===== config.mk =====
export PLATFORM = sky130hd
export DESIGN_NAME = element_delay_accumulator
export DESIGN_NICKNAME = d
export VERILOG_FILES = /design/src/rtl/element_delay_accumulator.sv
export SDC_FILE = /design/constraint.sdc
export NUM_CORES = 1
export LEC_CHECK = 0
export ABC_AREA = 1
export BUFFER_PORTS_ARGS = -buffer_cell sky130_fd_sc_hd__buf_2
export CAP_MARGIN = 20
export CORE_UTILIZATION = 25
export DETAILED_ROUTE_END_ITERATION = 8
export GPL_ROUTABILITY_DRIVEN = 0
export GPL_TIMING_DRIVEN = 1
export SETUP_SLACK_MARGIN = 0.2
export SLEW_MARGIN = 20
export SYNTH_ARGS = -nofsm -noshare
export SYNTH_HDL_FRONTEND = slang
export SYNTH_SLANG_ARGS = --single-unit

===== constraint.sdc =====
create_clock -name clk -period 2.8 [get_ports clk]
set_input_delay 0.14 -clock clk [delete_from_list [all_inputs] [get_ports clk]]
set_output_delay 0.14 -clock clk [all_outputs]
set_load 0.03 [all_outputs]

===== src/rtl/element_delay_accumulator.sv =====
// element_delay_accumulator
//
// Produces the per-element delays of one array sweep. Element 0 takes
// init_delay; each following element adds an increment term fetched from
// an external term calculator, with the sum clamped to the signed range.
//
// Ports
//   clk          : single clock, rising edge
//   rst          : synchronous, active-low reset
//   start        : begins a sweep (only honoured in IDLE)
//   init_delay   : signed delay of element 0
//   term_in      : signed increment term, qualified by term_ready
//   term_ready   : term calculator result valid (only looked at in WAIT)
//   term_initiate: one-cycle request to the term calculator
//   term_ack     : one-cycle acknowledge of the consumed term
//   delay_out    : current element delay
//   delay_idx    : element index of delay_out
//   delay_valid  : delay_out/delay_idx valid
//   delay_accept : downstream takes delay_out
//   busy         : sweep in progress (any state but IDLE)
//   done         : one-cycle sweep completion
//   sat_flag     : sticky clamp indicator, cleared by start or reset
//   state_dbg    : current FSM state encoding
//
// Handshake: a delay transfers on a rising edge where delay_valid and
// delay_accept are both 1. While delay_valid is 1 and delay_accept is 0,
// delay_out and delay_idx are held stable and delay_valid stays high.
module element_delay_accumulator #(
    parameter int DW_INTEGER   = 18,
    parameter int DW_FRACTION  = 6,
    parameter int NUM_ELEMENTS = 32,
    parameter int IDX_DW       = 5
) (
    input  logic                                  clk,
    input  logic                                  rst,
    input  logic                                  start,
    input  logic [DW_INTEGER+DW_FRACTION:0]       init_delay,
    input  logic [DW_INTEGER+DW_FRACTION:0]       term_in,
    input  logic                                  term_ready,
    output logic                                  term_initiate,
    output logic                                  term_ack,
    output logic [DW_INTEGER+DW_FRACTION:0]       delay_out,
    output logic [IDX_DW-1:0]                     delay_idx,
    output logic                                  delay_valid,
    input  logic                                  delay_accept,
    output logic                                  busy,
    output logic                                  done,
    output logic                                  sat_flag,
    output logic [2:0]                            state_dbg
);

    localparam int W = DW_INTEGER + DW_FRACTION + 1;

    localparam logic [W-1:0]      SAT_MAX  = {1'b0, {(W-1){1'b1}}};
    localparam logic [W-1:0]      SAT_MIN  = {1'b1, {(W-1){1'b0}}};
    localparam logic [IDX_DW-1:0] IDX_ONE  = IDX_DW'(1);
    localparam logic [IDX_DW-1:0] IDX_LAST = IDX_DW'(NUM_ELEMENTS - 1);

    typedef enum logic [2:0] {
        IDLE = 3'd0,
        EMIT = 3'd1,
        REQ  = 3'd2,
        WAIT = 3'd3,
        ACK  = 3'd4,
        DONE = 3'd5
    } state_t;

    state_t            state_q;
    state_t            state_d;
    logic [W-1:0]      acc_q;
    logic [IDX_DW-1:0] idx_q;
    logic              sat_q;

    // One guard bit: overflow shows up as the two top bits of the sum
    // disagreeing; the top bit then tells which rail to clamp to.
    logic [W:0]   sum_full;
    logic         sum_ovf;
    logic [W-1:0] sum_sat;

    always_comb begin
        sum_full = {acc_q[W-1], acc_q} + {term_in[W-1], term_in};
        sum_ovf  = sum_full[W] ^ sum_full[W-1];
        sum_sat  = sum_full[W-1:0];
        if (sum_ovf) begin
            sum_sat = sum_full[W] ? SAT_MIN : SAT_MAX;
        end
    end

    always_ff @(posedge clk) begin
        if (!rst) begin
            state_q <= IDLE;
            acc_q   <= '0;
            idx_q   <= '0;
            sat_q   <= 1'b0;
        end else begin
            state_q <= state_d;
            if (state_q == IDLE && start) begin
                acc_q <= init_delay;
                idx_q <= '0;
                sat_q <= 1'b0;
            end
            if (state_q == WAIT && term_ready) begin
                acc_q <= sum_sat;
                idx_q <= idx_q + IDX_ONE;
                if (sum_ovf) begin
                    sat_q <= 1'b1;
                end
            end
        end
    end

    always_comb begin
        state_d = state_q;
        case (state_q)
            IDLE: if (start) state_d = EMIT;
            EMIT: begin
                if (delay_accept) begin
                    state_d = (idx_q == IDX_LAST) ? DONE : REQ;
                end
            end
            REQ:  state_d = WAIT;
            WAIT: if (term_ready) state_d = ACK;
            ACK:  state_d = EMIT;
            DONE: state_d = IDLE;
            default: state_d = IDLE;
        endcase
    end

    // All outputs are decoded from registered state, so reset (IDLE,
    // cleared accumulator) drives every output to 0 directly.
    always_comb begin
        delay_valid   = (state_q == EMIT);
        term_initiate = (state_q == REQ);
        term_ack      = (state_q == ACK);
        done          = (state_q == DONE);
        busy          = (state_q != IDLE);
        delay_out     = acc_q;
        delay_idx     = idx_q;
        sat_flag      = sat_q;
        state_dbg     = state_q;
    end

endmodule

==> flow_metrics.py <==
metrics = {
    "cts": {
        "cts_tree": "built",
        "clkLatencyLatePin_ns": 0.29,
        "cts_sinks": 34,
        "clockBufferDepth": 2,
        "root_buffer": "clkbuf_16",
        "htree_levels": 2,
        "cts_made_buffers": 5,
        "path_clk_slew_ns": 0.06,
    },
    "min_path": {
        "hp-start": "init_delay[24]",
        "timing.hold.worst.class": "primary input to flop",
        "hold_end": "delay_out[24]$_SDFFE_PN0P_",
        "min_path_cells": 3,
    },
    "floorplanning": {
        "start_util_pct": 25.9,
        "die_x_um": 120,
        "die-area_um2": 14400,
        "coreArea_um2": 13400,
        "fp.dieH_um": 120,
        "fp-row-count": 42,
        "num_io_pins": 94,
    },
    "timing": {
        "rsz0062_at_grt": "no",
        "clock.fmax_ghz": 0.418,
        "post-route-period-util_pct": 85.4,
        "slew_headroom_pct": 65.0,
        "fin_crit_ns": 2.39,
        "fin_ws_ns": 0.407,
        "fin_skew_ns": 0.00493,
        "worst-slew-pin-transition_ns": 0.519,
        "finalSetupViolCount": 0,
        "slew_viol_final": 0,
        "hold_viol": 0,
        "fin_tns_setup_ns": 0,
    },
    "worst_setup_path": {
        "crit-reg2reg-launch": "delay_out[0]$_SDFFE_PN0P_",
        "worst-path-buf-inv": 2,
        "r2r_cells": 17,
        "cpPeakStageDelay_ns": 0.36,
        "cp_data_arrival_time_ns": 2.55,
        "crit_chain": "ha_2 -> inv_1 -> fa_2 -> inv_2 -> nand3_1 -> nand2_2 -> nand2_1 -> nand2_2 -> nand2_2 -> nand3_1 -> nand2_1 -> nand2_4 -> nand3_4 -> nand2_1 -> nand2_1 -> nand2_1 -> a21oi_1",
        "cp-start-kind": "flop",
        "end_kind": "flop",
        "cp_max_fo": 6,
        "reg2reg_slack_ns": 0.41,
        "cp_top_family": "simple AND/OR/NAND/NOR gates",
        "critPathMostFrequentCell": "nand2_1",
        "worstSetupPathType": "flop to flop",
        "crit_slowest_cell": "fa_2",
        "r2r_end": "delay_out[7]$_SDFFE_PN0P_",
        "worstPathRequired_ns": 2.96,
    },
    "drt": {
        "drt_wl_total_mm": 11.3,
        "vias": 3899,
        "drc": 0,
        "firstDrtPassIters": 5,
        "drtIter0Drc": 207,
        "wl_per_cell_um": 13.3,
        "viasPerCell": 4.60,
        "ant_nets": 0,
    },
    "pwr": {
        "power_density_nw_per_um2": 780,
        "power_leakage_nw": 2.34,
        "vdd_drop_max_uv": 248,
    },
    "layout": {
        "n_antenna_cell": 0,
        "fin_util_pct": 32.8,
        "n_fill_cell": 1535,
        "syn_to_final_growth_pct": 26.6,
        "layout_common_cells": "nand2_1 (195), buf_2 (93), inv_1 (60)",
        "final_nets": 753,
        "final_common_cell": "nand2_1",
        "drive_gt1_share_pct": 25.0,
    },
    "global_route": {
        "grt_overflow_total": 0,
        "grt_pass1_vias": 3715,
        "grt_first_pass_wirelength_mm": 18.3,
        "grt_max_degree": 53,
        "track_usage_pct": 16.0,
        "antenna_found_initial": 0,
    },
    "synthesis": {
        "yosys_register_bits": 34,
        "syn_inst": 575,
        "netlist-cell-type-count": 33,
        "yosysSeqAreaShare_pct": 19.6,
        "avgSynthCellArea_um2": 6.03,
        "synth_area_um2": 3470,
        "synth_warnings": 0,
        "syn-num-nets": 658,
    },
    "status": {
        "status": "completed",
    },
    "placed_design": {
        "port-buffer-count": 93,
        "dpl.hpwl_mm": 8.55,
        "pre_cts_ws_ns": 0.177,
    },
    "run": {
        "maxCapViolCount": 0,
    },
}
[cells in the mapped netlist, drive strengths merged]
master,n,area [µm²]
nand2,205,787
inv,64,240
a21oi,57,312
nor2,37,156
o21ai,35,175
dfxtp,34,681
ha,27,338
or2,25,156
nand3,21,123
xor2,12,105
nand4,11,75.1
nor3,11,60.1
clkbuf,10,37.5
o21bai,9,67.6
buf,5,50.0
xnor2,5,43.8
o211ai,2,15.0
a211oi,1,7.51
a21o,1,7.51
a31oi,1,6.26
and2,1,6.26
fa,1,20.0
[sequential cells by signal, summed over array words and instances, names as in the netlist]
signal and count:
delay_idx 5, delay_out 25, sat_flag 1, state_dbg 3
[through the flow]
step	total power, mW	hold slack [ns]	area [µm²]	std cells
finish	3.43	0.184	4390	847
global route	3.71	0.208	4390	847
CTS	3.38	0.185	4320	844
detailed placement	2.61	0.457	4100	833
global placement	2.61	0.457	4100	833
floorplan	2.17	0.341	3470	575
[cells by family after synthesis]
| group | count (synthesis) | synth area share, % |
|---|---|---|
| simple gates | 311 | 39.3 |
| flops | 34 | 19.6 |
| fa+ha+maj | 28 | 10.3 |
| compound gates | 106 | 17.0 |
| xor+xnor | 17 | 4.29 |
| buf+inv | 79 | 9.45 |
[tightest hold or removal path, cell delays in order]
cell and delay [ns]:
buf_2 0.09, o21ai_0 0.08, a21oi_1 0.12
[worst max-delay path by stage]
stage                                         start  slack, ns  cells past startpoint                         end
after CTS                 delay_out[0]$_SDFFE_PN0P_       0.19                     17  delay_out[13]$_SDFFE_PN0P_
after global routing      delay_out[0]$_SDFFE_PN0P_       0.19                     16   delay_out[9]$_SDFFE_PN0P_
after global placement    delay_out[0]$_SDFFE_PN0P_       0.29                     17  delay_out[13]$_SDFFE_PN0P_
after detailed placement  delay_out[0]$_SDFFE_PN0P_       0.18                     17  delay_out[14]$_SDFFE_PN0P_
after floorplan           delay_out[0]$_SDFFE_PN0P_       0.33                     16  delay_out[10]$_SDFFE_PN0P_
final                     delay_out[0]$_SDFFE_PN0P_       0.41                     17   delay_out[7]$_SDFFE_PN0P_
[power breakdown]
part,internal (mW),switching (mW)
clock,0.420,0.247
combinational,0.683,1.40
sequential,0.591,0.0832
[timing repair]
| action | 4_1_cts | 5_1_grt |
|---|---|---|
| endpoints found under the setup margin | 24 | 25 |
| hold buffers | 0 | 0 |
| cloned | 3 | 0 |
| pin swaps | 2 | 5 |
| buffers inserted | 0 | 3 |
| resized for setup | 4 | 14 |
[layer usage]
layer	track usage [%]	share of wire (%)	wire, µm	up-vias
met5	0	0	0	-
met4	3.67	1.2	134	0
met3	2.23	5.5	625	13
met2	25.9	44	4940	130
met1	22.3	49	5580	1699
li1	-	-	-	2057
[cell type report]
type                       count  area, µm²  area share (%)
inverter                      64        240            5.47
timing repair buffer         100        526            12.0
clock inverter                 3       45.0            1.03
clock buffer                   5        125            2.85
tap                          176        220            5.01
sequential                    34        682            15.5
multi-input combinational    465       2560            58.2
Power figures use the tool's default switching activity.
